==> src/rtl/compute_scheduler_pkg.sv <==
// Shared definitions for the compute scheduler: FSM state encoding and the
// bit layout of the issue tag carried down the read-latency delay line.
package compute_scheduler_pkg;

    typedef enum logic [2:0] {
        S_IDLE  = 3'd0,
        S_INIT  = 3'd1,
        S_RUN   = 3'd2,
        S_DRAIN = 3'd3,
        S_DONE  = 3'd4
    } sched_state_t;

    // issue tag layout: {caddr, last, first, valid}
    localparam int TAG_VALID = 0;
    localparam int TAG_FIRST = 1;
    localparam int TAG_LAST  = 2;
    localparam int TAG_CADDR = 3;

    function automatic int tag_width(input int addr_w);
        return addr_w + TAG_CADDR;
    endfunction

endpackage

==> src/rtl/compute_scheduler_delay_line.sv <==
// Tag shift register that matches the A/B buffer read latency; hold freezes
// every stage so pending tags resume unchanged.
module sched_delay_line #(
    parameter int W     = 11,
    parameter int DEPTH = 1
) (
    input  logic         clk,
    input  logic         rst,
    input  logic         hold,
    input  logic [W-1:0] din,
    output logic [W-1:0] dout
);

    logic [W-1:0] stage [DEPTH];

    always_ff @(posedge clk or negedge rst) begin
        if (!rst) begin
            for (int s = 0; s < DEPTH; s++) stage[s] <= '0;
        end else if (!hold) begin
            stage[0] <= din;
            for (int s = 1; s < DEPTH; s++) stage[s] <= stage[s-1];
        end
    end

    assign dout = stage[DEPTH-1];

endmodule

==> src/rtl/compute_scheduler.sv <==
// Walks C = A x B in row-major order, driving A/B read addresses, MAC control
// and C writes. Optional stall input is enabled with the STALL_EN macro.
//
// state | meaning
// IDLE  | waiting for start, dims captured on start
// INIT  | clear loop indices, reject empty multiplies
// RUN   | one (i,j,k) issue per cycle, k innermost
// DRAIN | let the last tags leave the delay line and accumulator
// DONE  | one-cycle done pulse
module compute_scheduler
    import compute_scheduler_pkg::*;
#(
    parameter int n      = 4,
    parameter int m      = 8,
    parameter int RD_LAT = 1
) (
    input  logic         clk,
    input  logic         rst,
`ifdef STALL_EN
    input  logic         stall,
`endif
    input  logic         start,
    input  logic [n-1:0] dim0,
    input  logic [n-1:0] dim1,
    input  logic [n-1:0] dim2,
    output logic [m-1:0] aadrr,
    output logic [m-1:0] badrr,
    output logic         mac_clr,
    output logic         mac_en,
    output logic         cbufwrite,
    output logic [m-1:0] cadrw,
    output logic         busy,
    output logic         done
);

    localparam int PW = 2 * n;
    localparam int TW = tag_width(m);
    localparam int DW = $clog2(RD_LAT + 2);
    localparam logic [n-1:0]  ONE_N      = {{(n-1){1'b0}}, 1'b1};
    localparam logic [DW-1:0] DRAIN_ONE  = {{(DW-1){1'b0}}, 1'b1};
    localparam logic [DW-1:0] DRAIN_LOAD = DW'(RD_LAT);

    sched_state_t  state;
    logic [n-1:0]  d0, d1, d2;
    logic [n-1:0]  i, j, k;
    logic [DW-1:0] drain_cnt;
    logic          k_last, j_last, i_last;
    logic [PW-1:0] a_lin, b_lin, c_lin;
    logic [TW-1:0] tag_in, tag_out;
    logic          hold;
    logic          cbuf_q;

`ifdef STALL_EN
    assign hold = stall && (state == S_RUN || state == S_DRAIN);
`else
    assign hold = 1'b0;
`endif

    assign k_last = (k == d1 - ONE_N);
    assign j_last = (j == d2 - ONE_N);
    assign i_last = (i == d0 - ONE_N);

    assign a_lin = PW'(i) * PW'(d1) + PW'(k);
    assign b_lin = PW'(k) * PW'(d2) + PW'(j);
    assign c_lin = PW'(i) * PW'(d2) + PW'(j);

    always_comb begin
        tag_in = '0;
        if (state == S_RUN) begin
            tag_in[TAG_VALID]      = 1'b1;
            tag_in[TAG_FIRST]      = (k == '0);
            tag_in[TAG_LAST]       = k_last;
            tag_in[TAG_CADDR +: m] = m'(c_lin);
        end
    end

    always_ff @(posedge clk or negedge rst) begin
        if (!rst) begin
            state     <= S_IDLE;
            d0        <= '0;
            d1        <= '0;
            d2        <= '0;
            i         <= '0;
            j         <= '0;
            k         <= '0;
            drain_cnt <= '0;
            aadrr     <= '0;
            badrr     <= '0;
            busy      <= 1'b0;
            done      <= 1'b0;
        end else begin
            done <= 1'b0;
            case (state)
                S_IDLE: begin
                    if (start) begin
                        d0    <= dim0;
                        d1    <= dim1;
                        d2    <= dim2;
                        busy  <= 1'b1;
                        state <= S_INIT;
                    end
                end
                S_INIT: begin
                    i <= '0;
                    j <= '0;
                    k <= '0;
                    // empty multiply: a single drain cycle, nothing issued
                    if (d0 == '0 || d1 == '0 || d2 == '0) begin
                        drain_cnt <= '0;
                        state     <= S_DRAIN;
                    end else begin
                        state <= S_RUN;
                    end
                end
                S_RUN: begin
                    if (!hold) begin
                        aadrr <= m'(a_lin);
                        badrr <= m'(b_lin);
                        if (k_last) begin
                            k <= '0;
                            if (j_last) begin
                                j <= '0;
                                if (i_last) begin
                                    drain_cnt <= DRAIN_LOAD;
                                    state     <= S_DRAIN;
                                end else begin
                                    i <= i + ONE_N;
                                end
                            end else begin
                                j <= j + ONE_N;
                            end
                        end else begin
                            k <= k + ONE_N;
                        end
                    end
                end
                S_DRAIN: begin
                    if (!hold) begin
                        if (drain_cnt == '0) begin
                            busy  <= 1'b0;
                            done  <= 1'b1;
                            state <= S_DONE;
                        end else begin
                            drain_cnt <= drain_cnt - DRAIN_ONE;
                        end
                    end
                end
                S_DONE: state <= S_IDLE;
                default: state <= S_IDLE;
            endcase
        end
    end

    sched_delay_line #(
        .W     (TW),
        .DEPTH (RD_LAT)
    ) u_delay (
        .clk  (clk),
        .rst  (rst),
        .hold (hold),
        .din  (tag_in),
        .dout (tag_out)
    );

    // write is registered behind the accumulator update of the last product
    always_ff @(posedge clk or negedge rst) begin
        if (!rst) begin
            cbuf_q <= 1'b0;
            cadrw  <= '0;
        end else if (!hold) begin
            cbuf_q <= tag_out[TAG_VALID] & tag_out[TAG_LAST];
            if (tag_out[TAG_VALID] && tag_out[TAG_LAST]) begin
                cadrw <= tag_out[TAG_CADDR +: m];
            end
        end
    end

    assign mac_en    = tag_out[TAG_VALID] & ~hold;
    assign mac_clr   = tag_out[TAG_VALID] & tag_out[TAG_FIRST] & ~hold;
    assign cbufwrite = cbuf_q & ~hold;

endmodule

==> config.mk <==
export PLATFORM = sky130hd
export DESIGN_NAME = compute_scheduler
export DESIGN_NICKNAME = d
export VERILOG_FILES = /design/src/rtl/compute_scheduler_pkg.sv /design/src/rtl/compute_scheduler_delay_line.sv /design/src/rtl/compute_scheduler.sv
export SDC_FILE = /design/constraint.sdc
export NUM_CORES = 1
export LEC_CHECK = 0
export ABC_AREA = 1
export CORE_MARGIN = 1.5
export CORE_UTILIZATION = 58
export DETAILED_ROUTE_END_ITERATION = 16
export GPL_ROUTABILITY_DRIVEN = 0
export PLACE_DENSITY = 0.8
export REMOVE_ABC_BUFFERS = 1
export SYNTH_ARGS = -nofsm -noshare
export SYNTH_HDL_FRONTEND = slang
export SYNTH_HIERARCHICAL = 1
export SYNTH_SLANG_ARGS = --single-unit
==> constraint.sdc <==
create_clock -name clk -period 3.9 [get_ports clk]
set_input_delay 0.975 -clock clk [delete_from_list [all_inputs] [get_ports clk]]
set_output_delay 0.975 -clock clk [all_outputs]
set_load 0.02 [all_outputs]
Word-level counts from Yosys, hierarchy flattened. Index checks and enable logic that the tools add are counted.

Register bits after elaboration: 67. Bits in latches: 0. RAM bits: 0. Bits in read-only memories: 0. Bits of input ports: 15. Output and inout bits: 29. Word-level logic and storage cells: 90. Memories: 0.

Add/sub/neg operators: 10. Multiply operators: 3. Div/mod/pow operators: 0. Magnitude comparators: 0. Equality and inequality tests: 14. Shift-type cells: 0. Muxes and demuxes: 28. Bitwise gates (word level): 2. Reduce and logical (&&, ||, !) cells: 18.

Operators with widths (number): adder 8 x 4 -> 8 bit (3); multiplier 4 x 4 -> 8 bit (3); 2-to-1 mux 4 bit (6); case mux 4 bit (2 select lines) (3); logical NOT 4 bit (4); != test 2 bit, second input constant (8); 2-to-1 mux 3 bit (5); adder 4 x 1 -> 4 bit, second input constant (3); equality test 4 bit (3); case mux 3 bit (4 select lines) (1); subtractor 4 x 1 -> 4 bit, second input constant (3); 2-to-1 mux 11 bit (1); 2-to-1 mux 2 bit (5); equality test 3 x 2 -> 1 bit, second input constant (2); case mux 2 bit (3 select lines) (1); AND reduction 6 bit (1); 2-to-1 mux 1 bit (5); AND reduction 5 bit (1); AND reduction 2 bit (2); AND reduction 4 bit (1); nonzero test 2 bit (2); equality test 3 x 1 -> 1 bit, second input constant (1); logical NOT 3 bit (1); AND reduction 3 bit (1); 7 further kinds (9).

Depth between registers and ports, before layout.
Word-level depth: 6. Gate-level depth with buffers: 18. Gate-level depth less buffers: 17.

Modules after synthesis. The synthesis kept the hierarchy.

Modules (own cells, without submodules): compute_scheduler (instances 1, cells each 632, area each 4718.3 um2); sched_delay_line (instances 1, cells each 47, area each 421.7 um2).

Worst setup path before layout. OpenSTA, ideal clock, no wires.

Path type: reg2reg. Start: reg i[0]. End: reg aadrr[6]. Setup time: 0.117 ns. Data arrival time: 3.433 ns. Data required time: 3.783 ns. Path slack: 0.350 ns. Stages on the path, launching flop included: 17. Cells stage by stage: dfrtp_1 clkbuf_1 nand2_1 fa_1 fa_1 fa_1 inv_1 ha_1 a21oi_1 nand2_1 nand2_1 nand2_1 nand2_1 nand2_1 or2_2 nand3_1 nand2_1.

Cells in the longest elaborated chain, start to end: 2.

Ends and longest elaborated chain: start, declared (RTL line compute_scheduler.sv:45) `logic [n-1:0] i, j, k;`; start signal, assigned (RTL line compute_scheduler.sv:127) `i <= i + ONE_N;`; multiplier 4 x 4 -> 8 bit (RTL line compute_scheduler.sv:63) `assign a_lin = PW'(i) * PW'(d1) + PW'(k);`; adder 8 x 4 -> 8 bit (RTL line compute_scheduler.sv:63); end signal, assigned (RTL line compute_scheduler.sv:117) `aadrr <= m'(a_lin);`; end, declared (RTL line compute_scheduler.sv:26) `output logic [m-1:0] aadrr,`.

No other way between the ends. A chain may end at the register's enable or synchronous reset.

Worst setup path after layout.
Start: reg d2[2]. End: reg u_delay.stage (netlist bit u_delay/dout[9]).

Cells in the longest elaborated chain, start to end: 3.

Ends and longest elaborated chain: start, declared (RTL line compute_scheduler.sv:44) `logic [n-1:0] d0, d1, d2;`; start signal, assigned (RTL line compute_scheduler.sv:98) `d2 <= dim2;`; multiplier 4 x 4 -> 8 bit (RTL line compute_scheduler.sv:65) `assign c_lin = PW'(i) * PW'(d2) + PW'(j);`; adder 8 x 4 -> 8 bit (RTL line compute_scheduler.sv:65); 2-to-1 mux 11 bit (RTL line compute_scheduler.sv:69) `if (state == S_RUN) begin`; net tag_in[9] (RTL line compute_scheduler.sv:49) `logic [TW-1:0] tag_in, tag_out;`; end, declared (RTL line compute_scheduler_delay_line.sv:14) `logic [W-1:0] stage [DEPTH];`.

The timed path passes the listed nets, and every way through them passes these cells.

==> metrics <==
min cycle time layout=roughly 3600 ps; status=completed; Yosys top cell area share=approximately a third; Synth warnings=6; Worst Path Arrival=a little under 4000 ps; area leader, netlist=dfrtp_1; Detail Route Antenna Nets=0; clock slew at reported path FFs=80 ps; PD cells=~860 nW/um^2; share of power burned in registers=around 25%; Initial DRT Pass Iterations=6; Worst path max stage delay=~560 ps; gate count of the mapped netlist=slightly below 700; clk_lat worst skew=between 300 and 400 ps; hold path startpoint=u_delay/dout[8]$_DFFE_PN0N_; Worst R2R End=u_delay/dout[9]$_DFFE_PN0N_; Bufs and invs on worst path=1; PnR Total Power=0.00499 W; Nets=~800; Slowest-stage cell, CP=dfrtp_1; Worst Skew=between 10 and 15 ps; Pint=roughly 0.0026 W; reg2reg start=d2[2]$_DFFE_PN0P_; share of cells above drive strength 1=between 6 and 7%; # IOs=44; area growth from synthesis to layout=13.1%; fillcell total=~740; most used cell, CP=nand2_1; crit-path max FO=10; TritonCTS clock tree=done; first-pass GRT wire length=around 18 mm; die area=9440 sq um; H-tree Lvls=3; clock share of power=around an eighth; Distinct cells, synth=31; switching pwr=~0.0024 W; dpl hpwl=around 8.0 mm; Reg2Reg Depth=15; Mapped Area=between 5000 and 6000 sq um; crit start category=flip-flop; Port Buffers=43; largest net degree at the start of global routing=about 70; sequential share of the synthesized area=between 30 and 40%; Comb power frac=a little over three fifths; initial antenna violation count=0; Die Y=roughly 100 um; Sum Neg Setup Slack=0 ps; Die X=a little under 100 um; CP top delay family=adder cells; worst-margin pin slew=just under 1000 ps; DP Worst Slack=303 ps; n_diodes=0; crit-path cells=nand2_1 -> fa_1 -> fa_1 -> fa_1 -> inv_1 -> ha_1 -> a21oi_1 -> nand2_1 -> nand2_1 -> nand2_1 -> a21oi_1 -> xor2_1 -> nor2_1 -> nand2_1 -> nand2_1; GRT overflow=0; final hold vios=0; r2r setup slk=~280 ps; sw frac=about 48%; Root Buffer=clkbuf_8; hold buffer count at cts=0; Hold Crit Class=flip-flop to flip-flop; final setup vio count=0; initial DRC count=206; clk sinks=67; post_cts resized=0; Crit. End Element=flip-flop; vias=4315; Final Cycle Share=92.8%; #FFs+latches synth=67; # DRC=0; Starting Density=between 50 and 60%; VDD IR-drop max=approximately 0.00071 V; critical path type=flip-flop to flip-flop; Rows=34; final max-slew violation count=0; critical path required time=4160 ps; area of the core=between 8000 and 9000 sq um; hold depth=2; final setup margin=280 ps; Post-CTS Setup Bufs=0; via-per-instance ratio=around 5.2; Avg WL per Cell=roughly 13 um; vias in the first global route=about 4200; Area contributors post-synth=dfrtp_1 (33%), nand2_1 (17%), ha_1 (14%); Leakage=between 3 and 4 nW; max-capacitance violation count=0; Syn Area/Cell=around 7.6 sq um; WL final=about 11 mm; maximum buffer depth of the clock tree=2; FMAX=approximately 280 MHz; Slew HR=between 30% and 40%; RSZ-0062 raised after global routing=false; Endpoint, Worst Hold=cadrw[5]$_DFFE_PN0P_; total CTS buffers=9; GRT Util Overall=approximately a quarter
-- cells in the final DEF (no fill, tap or decap), types with 3 or more instances in the layout --
master	instances
nand2_1	235
xor2_1	9
nand3_1	39
clkdlybuf4s50_1	42
buf_4	6
dfrtp_1	67
nor2_1	46
ha_1	59
clkbuf_8	9
nand2_2	5
xnor2_1	5
conb_1	3
o21ai_0	15
nand4_1	3
fa_1	21
a21oi_1	26
inv_2	8
inv_1	103
or2_2	4
-- state kept, by name, indices dropped and copies added (netlist names), 8 cells and up --
signal	cells
u_delay/dout	11
aadrr	8
badrr	8
cadrw	8
-- through the flow --
step / util (%) / instances / cell area, sq um / hold WS (ps)
finish: 67.3 / 833 / 5810 / 465
floorplan: - / 660 / 5010 / 442
detailed placement: 65.0 / 817 / 5610 / 458
CTS: 67.3 / 833 / 5810 / 470
global route: 67.3 / 833 / 5810 / 497
global placement: 65.0 / 817 / 5610 / 453
-- metal layers --
layer | up-vias | GRT usage [%] | part of all wire [%]
met4 | 0 | 7.02 | 1.7
met3 | 17 | 3.81 | 5.1
met2 | 117 | 41.7 | 49
li1 | 2152 | - | -
met5 | - | 0 | 0
met1 | 2029 | 30.2 | 44
-- worst max path at each step --
stage | start | slack [ps] | end | cells past startpoint
2_1_floorplan | i[0]$_DFFE_PN0P_ | 480 | aadrr[6]$_DFFE_PN0P_ | 15
4_1_cts | d2[2]$_DFFE_PN0P_ | 310 | u_delay/dout[9]$_DFFE_PN0N_ | 15
3_5_place_dp | d2[2]$_DFFE_PN0P_ | 300 | u_delay/dout[9]$_DFFE_PN0N_ | 15
5_1_grt | k[0]$_DFFE_PN0N_ | 40 | badrr[6]$_DFFE_PN0P_ | 15
3_3_place_gp | d2[2]$_DFFE_PN0P_ | 400 | badrr[6]$_DFFE_PN0P_ | 15
6_report | d2[2]$_DFFE_PN0P_ | 280 | u_delay/dout[9]$_DFFE_PN0N_ | 15
-- worst register-to-register path, stage by stage (launching register included) --
cell and delay [ps]:
dfrtp_1 560, nand2_1 150, fa_1 500, fa_1 520, fa_1 530, inv_1 40
ha_1 340, a21oi_1 170, nand2_1 90, nand2_1 60, nand2_1 50, a21oi_1 160
xor2_1 170, nor2_1 50, nand2_1 80, nand2_1 50
-- cells by family (layout without fill, tap and decap cells) --
group | count (synthesis) | after routing | synth area share [%]
xor+xnor | 14 | 14 | 2.39
buf+inv | 134 | 178 | 11.0
flops | 67 | 67 | 32.6
other cells | 1 | 3 | 0.0730
compound gates | 47 | 47 | 4.89
simple gates | 336 | 336 | 26.5
fa+ha+maj | 80 | 80 | 22.5
-- power groups by stage --
stage / registers (W) / clock network [W] / logic (W)
4_1_cts: 0.00126 / 0.000607 / 0.00315
3_3_place_gp: 0.00126 / 0 / 0.00300
3_5_place_dp: 0.00127 / 0 / 0.00311
2_1_floorplan: 0.00135 / 0 / 0.00221
5_1_grt: 0.00130 / 0.000637 / 0.00362
6_report: 0.00127 / 0.000602 / 0.00312
-- synth_stat cells --
| cell | number |
|---|---|
| a21oi_1 | 26 |
| nand4_1 | 3 |
| buf_1 | 1 |
| nor2_1 | 46 |
| nor2_2 | 1 |
| nand3_1 | 39 |
| xor2_1 | 9 |
| dfrtp_1 | 67 |
| nor2_4 | 1 |
| o21ai_0 | 15 |
| inv_4 | 1 |
| nand2_2 | 5 |
| fa_1 | 21 |
| o21a_1 | 1 |
| buf_4 | 5 |
| buf_6 | 5 |
| ha_1 | 59 |
| nand2_1 | 235 |
| o22ai_1 | 2 |
| buf_2 | 3 |
| inv_2 | 8 |
| nand2_4 | 1 |
| clkinv_1 | 1 |
| conb_1 | 1 |
| o21ai_4 | 1 |
| nand3b_1 | 1 |
| or2_2 | 4 |
| o21ai_1 | 2 |
| clkbuf_1 | 7 |
| xnor2_1 | 5 |
| inv_1 | 103 |
-- final cells by class --
| type | instances | area [sq um] | share of cell area [%] |
|---|---|---|---|
| clock inverter | 7 | 73.8 | 1.27 |
| timing repair buffer | 49 | 470 | 8.09 |
| sequential | 67 | 1680 | 28.8 |
| clock buffer | 9 | 124 | 2.13 |
| inverter | 113 | 427 | 7.34 |
| tap | 108 | 135 | 2.33 |
| multi-input combinational | 480 | 2910 | 50.0 |
Note: power is estimated with default switching activity, not from simulation.
